$ cat src/rtl/fetch_unit.sv
// Instruction fetch stage: owns the PC, resolves unconditional jumps locally and
// presents one registered instruction slot to decode under a valid/ready handshake.
module fetch_unit #(
  parameter int                ADDR_W   = 8,
  parameter int                INST_W   = 8,
  parameter logic [ADDR_W-1:0] RESET_PC = 8'h00
) (
  input  logic              Clock,
  input  logic              Reset,
  output logic [ADDR_W-1:0] Address,
  input  logic [INST_W-1:0] Instruction,
  output logic [INST_W-1:0] Out_Instr,
  output logic [ADDR_W-1:0] Out_PC,
  output logic              Out_IsJump,
  output logic              Out_Valid,
  input  logic              Out_Ready,
  output logic              Halted
);

  typedef enum logic [1:0] {WARMUP, RUN, HALT} state_t;

  state_t            state, state_nxt;
  logic [ADDR_W-1:0] pc, pc_inc, pc_nxt;
  logic              free, is_j, self_j, fetch;

  assign Address = pc;
  assign free    = !Out_Valid || Out_Ready;
  assign is_j    = (Instruction[7:6] == 2'b11);
  assign self_j  = is_j && (Instruction[5:0] == 6'h3F);
  assign pc_inc  = pc + ADDR_W'(1);
  // A self-jump needs no special case: PC + 1 - 1 leaves the PC where it is.
  assign pc_nxt  = is_j ? pc_inc + {{(ADDR_W-6){Instruction[5]}}, Instruction[5:0]}
                        : pc_inc;

  // State register
  always_ff @(posedge Clock) begin
    if (!Reset) state <= WARMUP;
    else        state <= state_nxt;
  end

  // Next-state logic
  always_comb begin
    state_nxt = state;
    case (state)
      WARMUP:  state_nxt = RUN;
      RUN:     if (free && self_j) state_nxt = HALT;
      HALT:    state_nxt = HALT;
      default: state_nxt = WARMUP;
    endcase
  end

  // Output / control decode
  always_comb begin
    fetch  = (state == RUN) && free;
    Halted = (state == HALT);
  end

  // Datapath: PC and the output slot. Accept and refill share one edge.
  always_ff @(posedge Clock) begin
    if (!Reset) begin
      pc         <= RESET_PC;
      Out_Instr  <= '0;
      Out_PC     <= '0;
      Out_IsJump <= 1'b0;
      Out_Valid  <= 1'b0;
    end else if (fetch) begin
      pc         <= pc_nxt;
      Out_Instr  <= Instruction;
      Out_PC     <= pc;
      Out_IsJump <= is_j;
      Out_Valid  <= 1'b1;
    end else if (Out_Valid && Out_Ready) begin
      Out_Valid  <= 1'b0;
    end
  end

endmodule

$ cat config.mk
export PLATFORM = sky130hd
export DESIGN_NAME = fetch_unit
export DESIGN_NICKNAME = d
export VERILOG_FILES = /design/src/rtl/fetch_unit.sv
export SDC_FILE = /design/constraint.sdc
export NUM_CORES = 1
export LEC_CHECK = 0
export CORE_MARGIN = 5
export CORE_UTILIZATION = 45
export CTS_BUF_LIST = sky130_fd_sc_hd__clkbuf_4
export DETAILED_ROUTE_END_ITERATION = 6
export GPL_ROUTABILITY_DRIVEN = 0
export PLACE_DENSITY_LB_ADDON = 0.08
export SLEW_MARGIN = 20
export SYNTH_ARGS = -nofsm -noshare
export SYNTH_HDL_FRONTEND = slang
export SYNTH_SLANG_ARGS = --single-unit
$ cat constraint.sdc
create_clock -name Clock -period 4.8 [get_ports Clock]
set_clock_uncertainty 0.05 [all_clocks]
set_input_delay 1.2 -clock Clock [delete_from_list [all_inputs] [get_ports Clock]]
set_output_delay 1.2 -clock Clock [all_outputs]
set_load 0.02 [all_outputs]
==> run_results.csv, run 1 <==
group,metric,value,unit
status,status,"finished clean",
worst_setup_path,crit_required,4970,ps
logic_synthesis,synth_seq_cells,28,
layout,area_delta_synth_final,26.2,%
placement,hpwl,2.91,mm
worst_setup_path,regToRegSetupSlack,2280,ps
global_route,grt_start_max_net_pins,29,
floorplan,rows,22,
clocking,cts_tree,"done",
routing,ant_nets,0,
placement,place_area,2010,sq um
clocking,clock-root-buffer,"clkbuf_4",
power,switchingPower,409,uW
timing,maxSlewViolCount,0,
global_route,grt.overflow.total,0,
timing,fmax,0.327,GHz
logic_synthesis,synthDistinctLibCells,41,
worst_setup_path,r2r-end,"Address[7]",
floorplan,dieWidth,70.3,um
logic_synthesis,syn_inst,197,
clocking,worstSkewPairLatency,320,ps
power,ir_drop,0.000186,V
placement,numPortBuffers,37,
routing,dr.pass1.iters,4,
timing,finalSetupViolations,0,
worst_setup_path,cp-end-kind,"flop",
timing,holdWs,413,ps
power,pwr-share-comb,50.6,%
floorplan,core,3610,sq um
timing,hold_viol_final,0,
global_route,antenna_found_initial,0,
clocking,clockBufferDepth,2,
worst_setup_path,start_kind,"primary input",
global_route,grt.busiest_layer,"met2",
floorplan,dieArea,4950,sq um
global_route,grt_use_total,17.0,%
layout,drive_gt1_share,3.52,%
global_route,use_met2,29.9,%
global_route,grtUsageMet1,20.3,%
power,internal-power,594,uW
layout,fillers,338,
worst_setup_path,cpPeakStageDelay,460,ps
timing,worstMarginPinSlew,916,ps
power,power_frac_seq,33.9,%
floorplan,io_pins,38,
worst_hold_path,holdPathStages,2,
logic_synthesis,synthesis.area,1640,sq um
worst_hold_path,min-delay-start,"Out_Instr[4]",
power,p_per_area,485,nW/um^2
floorplan,fp.dieH,70.3,um
power,p_sw_share,40.7,%
global_route,met3_usage,3.31,%
clocking,htree_levels,1,
worst_hold_path,hold_end,"Out_Instr[4]",
worst_setup_path,critical_path.most_common_cell,"a21oi_1",
routing,via_per_inst,5.36,
logic_synthesis,async_flop_share,0,%
routing,drc,0,
timing,rsz0062_at_grt,"false",
global_route,grt_pass1_vias,1482,
logic_synthesis,synth_edf_count,0,
run,cap_viol_max_count,0,
layout,final_cell_area,2070,sq um
logic_synthesis,syn_nets,221,
timing,min_period,3060,ps
power,p_clk_share,15.5,%
routing,drt-initial-drc-count,82,
worst_setup_path,arrival,3230,ps
routing,wl_per_cell,14.3,um
clocking,cts_made_buffers,3,
worst_setup_path,timing.critical_path.cells,"clkdlybuf4s50_1 > ha_1 > fa_1 > a211oi_1 > o21bai_1 > a21oi_1 > xor2_1 > a21oi_1",
logic_synthesis,yosys_warnings,0,
routing,vias,1473,
logic_synthesis,ys_seq_area_share,34.2,%
worst_setup_path,crit_type,"primary input to flop",
logic_synthesis,avgSynthCellArea,8.31,sq um
routing,routed_wl,3.93,mm
worst_setup_path,critical_path.max_fanout,3,
floorplan,initial_utilization,45.4,%
power,power_leakage,0.781,nW
timing,fin_crit_sh,63.8,%
timing,relSlewSlack,39.0,%
clocking,clk_pin_slew,150,ps
logic_synthesis,ys.flop_type,"dfxtp_1",
worst_hold_path,hold_path.class,"flop to flop",
clocking,clock-sinks,28,
worst_setup_path,crit_path_top_delay_cell,"clkdlybuf4s50_1",
clocking,post-cts-setup-buffer-count,0,
timing,tns,0,ps
clocking,cts_hold_buf,0,
layout,layout.nets,252,
layout,num_antenna_cells,0,
worst_setup_path,reg2reg_from,"Address[0]",
clocking,ctsResizeCount,0,
worst_setup_path,reg2reg_depth,9,
global_route,grt_pass1_wl,6.93,mm
how the worst max path moves through the flow:
stage,endpoint,from
3_3_place_gp,Address[6],Instruction[0]
5_1_grt,Address[6],Instruction[0]
3_5_place_dp,Address[6],Instruction[0]
2_1_floorplan,Address[6],Instruction[0]
6_report,Address[6],Instruction[0]
4_1_cts,Address[6],Instruction[0]
kinds of logic (layout without fill, tap and decap cells):
logic type,Yosys count,after routing,share of synthesized area [%]
adder cells (fa/ha/maj),13,13,10.4
flip-flops,28,28,34.2
AO/OA/AOI/OAI,57,57,24.1
XOR/XNOR,11,11,5.88
multiplexers,3,3,1.83
buffers and inverters,14,44,3.97
AND/OR/NAND/NOR,71,71,19.6
registers in the layout, summed over array words and instances (netlist names):
| name | count |
|---|---|
| Address | 8 |
| Out_Instr | 8 |
| Out_IsJump | 1 |
| Out_PC | 8 |
| Out_Valid | 1 |
| state | 2 |
metrics by stage:
step,std cells,setup WS [ps],utilization [%],power (mW)
finish,275,1740,57.3,1.00
global route,275,1600,57.3,1.09
CTS,275,1750,57.3,1.02
detailed placement,271,1400,55.9,0.858
global placement,271,1440,55.9,0.840
floorplan,197,2040,-,0.687
final cells by class:
cell class	count	area, sq um	area share (%)
clock buffer	3	22.5	1.09
inverter	3	11.3	0.545
multi-input combinational	155	1010	49.0
clock inverter	1	30.0	1.45
tap	48	60.1	2.91
sequential	28	561	27.1
timing repair buffer	37	370	17.9
synth_stat cells, types with 3 or more instances:
master / n / share of area (%)
nand2_1: 43 / 9.9
dfxtp_1: 28 / 34
a21oi_1: 12 / 3.7
ha_1: 12 / 9.2
a21boi_1: 10 / 4.6
nand3_1: 9 / 2.7
o21ai_0: 9 / 2.7
xnor2_1: 7 / 3.7
a21boi_0: 6 / 2.7
clkbuf_1: 5 / 1.1
nor2_1: 5 / 1.1
buf_2: 4 / 1.2
nor2b_1: 4 / 1.5
xor2_1: 4 / 2.1
a21o_1: 3 / 1.4
inv_1: 3 / 0.69
mux2i_1: 3 / 1.8
worst max-delay path, delay by kind of cell:
kind / cells / cell delay, ps
adder cells (fa/ha/maj): 2 / 690
XOR/XNOR: 1 / 150
AO/OA/AOI/OAI: 4 / 730
buffers and inverters: 1 / 460
power groups by stage:
stage	Sequential [mW]	Clock (mW)	Combinational, mW
final	0.340	0.155	0.508
after global routing	0.350	0.174	0.565
after CTS	0.340	0.162	0.514
after detailed placement	0.346	0	0.512
after global placement	0.342	0	0.498
after floorplan	0.387	0	0.300
layout by cell type (no fill, tap or decap), drive strengths merged, types with 2 or more instances in the layout:
master / n
o211ai: 2
o21ai: 12
dfxtp: 28
ha: 12
inv: 3
a21o: 3
a21boi: 16
xor2: 4
nand3: 9
clkbuf: 3
and2: 2
xnor2: 7
mux2i: 3
nand2: 43
a211oi: 3
clkdlybuf4s50: 37
and4: 2
nand2b: 2
a21oi: 12
nor2: 5
nor2b: 4
layer usage:
layer / up-vias / share of wire, %
met5: - / 0
li1: 748 / -
met3: 2 / 3.8
met1: 699 / 44
met2: 24 / 51
met4: 0 / 0.69
No activity file was read; power rests on OpenSTA's default activity.
==> run 2, diff against run 1 <==
==> constraint.sdc (replaced) <==
create_clock -name Clock -period 3.2 [get_ports Clock]
set_clock_uncertainty 0.05 [all_clocks]
set_input_delay 0.8 -clock Clock [delete_from_list [all_inputs] [get_ports Clock]]
set_output_delay 0.8 -clock Clock [all_outputs]
set_load 0.02 [all_outputs]
==> run 2 against run 1 <==
  * Combinational power up 55%
  * Core utilization up 0.31 points
  * First-iteration DRC count down 13%
  * Die area unchanged
  * Non-clock buffer count up 5
  * Critical endpoint unchanged
  * Largest cell class unchanged
  * Largest power group unchanged
==> run_results.csv, run 2 (synthesis results as in run 1) <==
group,metric,value,unit
routing,ant_nets,0,
power,power_leakage,0.793,nW
placement,hpwl,3.07,mm
global_route,antenna_found_initial,0,
layout,final_cell_area,2080,sq um
clocking,clock-sinks,28,
floorplan,io_pins,38,
global_route,grt.busiest_layer,"met2",
timing,finalWorstSetupSlack,477,ps
worst_setup_path,crit_cells,8,
worst_setup_path,crit_type,"primary input to flop",
timing,hold_viol_final,0,
worst_setup_path,start_kind,"primary input",
layout,num_antenna_cells,0,
timing,relSlewSlack,58.0,%
floorplan,initial_utilization,45.4,%
clocking,htree_levels,1,
clocking,clockBufferDepth,2,
global_route,grt.overflow.total,0,
layout,drive_gt1_share,5.17,%
clocking,cts_made_buffers,3,
global_route,grt_pass1_vias,1518,
power,p_per_area,700,nW/um^2
routing,vias,1514,
timing,tns,0,ps
floorplan,core,3610,sq um
run,cap_viol_max_count,0,
layout,area_delta_synth_final,26.9,%
clocking,post-cts-setup-buffer-count,0,
clocking,cts_hold_buf,0,
routing,routed_wl,4.07,mm
worst_setup_path,arrival,2900,ps
worst_setup_path,cpPeakStageDelay,470,ps
layout,final_common_cell,"nand2_1",
timing,rsz0062_at_grt,"false",
layout,mostFrequentLayoutCells,"43 x nand2_1, 37 x clkdlybuf4s50_1, 28 x dfxtp_1",
worst_setup_path,regToRegSetupSlack,700,ps
global_route,grtUsageMet1,21.4,%
routing,dr.pass1.iters,4,
global_route,grt_use_total,17.3,%
worst_setup_path,critical_path.most_common_cell,"a21oi_1",
global_route,use_met2,29.9,%
power,internal-power,831,uW
worst_setup_path,startpoint,"Instruction[0]",
routing,drc,0,
floorplan,dieArea,4950,sq um
routing,drt-initial-drc-count,71,
power,ir_drop,0.000290,V
floorplan,fp.dieH,70.3,um
timing,worstMarginPinSlew,628,ps
timing,min_period,2720,ps
timing,maxSlewViolCount,0,
layout,finalNonFillerCells,280,
power,p_sw_share,42.9,%
floorplan,rows,22,
worst_setup_path,cpLargestDelayFamily,"compound AO/OA/AOI/OAI gates",
power,p_clk_share,10.8,%
worst_setup_path,cp-end-kind,"flop",
floorplan,dieWidth,70.3,um
global_route,met3_usage,2.30,%
worst_setup_path,critical_path.max_fanout,3,
power,power_frac_seq,35.1,%
global_route,grt_pass1_wl,7.00,mm
routing,wl_per_cell,14.5,um
status,status,"finished clean",
placement,place_inst,276,
clocking,ctsResizeCount,0,
clocking,worstSkewPairLatency,340,ps
routing,via_per_inst,5.41,
worst_setup_path,path_buf_inv,1,
clocking,clk_pin_slew,160,ps
power,pwr-share-comb,54.1,%
timing,finalSetupViolations,0,
power,switchingPower,623,uW
worst_setup_path,r2r-end,"Address[7]",
global_route,grt_start_max_net_pins,20,
worst_setup_path,reg2reg_depth,9,
timing,fin_crit_sh,85.1,%
worst_setup_path,reg2reg_from,"Address[0]",
worst_setup_path,timing.critical_path.cells,"clkdlybuf4s50_1 > ha_1 > fa_1 > a211oi_1 > o21bai_1 > a21oi_1 > xor2_1 > a21oi_1",
worst_setup_path,crit_path_top_delay_cell,"clkdlybuf4s50_1",
worst_setup_path,endpoint,"Address[6]",
placement,place_area,2050,sq um
clocking,clock-root-buffer,"clkbuf_4",
layout,layout.nets,257,
clocking,cts_tree,"done",
timing,fmax,0.367,GHz
placement,pre_cts_slack,169,ps
placement,numPortBuffers,37,
worst_setup_path,crit_required,3380,ps
worst_hold_path,hold_path.class,"flop to flop",
-- run 2: stage by stage --
step	hold slack, ps	utilization (%)	total power, mW
floorplan	459	-	1.03
global placement	394	56.9	1.28
detailed placement	397	56.9	1.31
CTS	416	57.6	1.46
global route	451	57.6	1.57
finish	415	57.6	1.45
-- run 2: area by class of cell --
type / count / area (sq um)
repair buffers: 42 / 408
multi-input cells: 155 / 1010
well taps: 48 / 60.1
clock buffers: 3 / 22.5
clock inverters: 1 / 3.75
flip-flops and latches: 28 / 561
inverters: 3 / 11.3
fillers: 344 / 1530
-- run 2: worst reg2reg max path: stages (launching register included) --
cell and delay [ps]:
dfxtp_1 510, ha_1 330, nand3_1 140, xnor2_1 180, ha_1 350, o211ai_1 130, o21ai_2 220, mux2i_1 230
nor4_1 70, a311oi_1 240
-- run 2: power by group through the flow --
stage	sequential [mW]	clock, mW	combinational (mW)
after CTS	0.511	0.159	0.793
after detailed placement	0.520	0	0.788
after global placement	0.513	0	0.771
after floorplan	0.581	0	0.450
final	0.510	0.158	0.787
after global routing	0.524	0.174	0.874
-- run 2: worst min-delay path by stage --
stage | start | to | slack [ps] | cells after the start
global route | Out_Instr[3] | Out_Instr[3] | 450 | 2
finish | Out_PC[3] | Out_PC[3] | 410 | 2
detailed placement | Out_Instr[5] | Out_Instr[5] | 400 | 2
CTS | Out_Instr[5] | Out_Instr[5] | 420 | 2
global placement | Out_Instr[3] | Out_Instr[3] | 390 | 2
floorplan | state[1] | state[1] | 460 | 2
-- run 2: routing by layer --
| metal | part of all wire, % | vias up |
|---|---|---|
| met2 | 50 | 34 |
| li1 | - | 756 |
| met5 | 0 | - |
| met3 | 3.4 | 5 |
| met1 | 45 | 719 |
| met4 | 1.1 | 0 |
==> run 3, diff against run 2 <==
--- a/config.mk
+++ b/config.mk
@@ -8,6 +8,7 @@
 export CORE_MARGIN = 5
 export CORE_UTILIZATION = 45
 export CTS_BUF_LIST = sky130_fd_sc_hd__clkbuf_4
+export CTS_CLUSTER_SIZE = 28
 export DETAILED_ROUTE_END_ITERATION = 6
 export GPL_ROUTABILITY_DRIVEN = 0
 export PLACE_DENSITY_LB_ADDON = 0.08
==> results of run 3 <==
No change in the layout: final DEF, timing and power equal those of run 2.
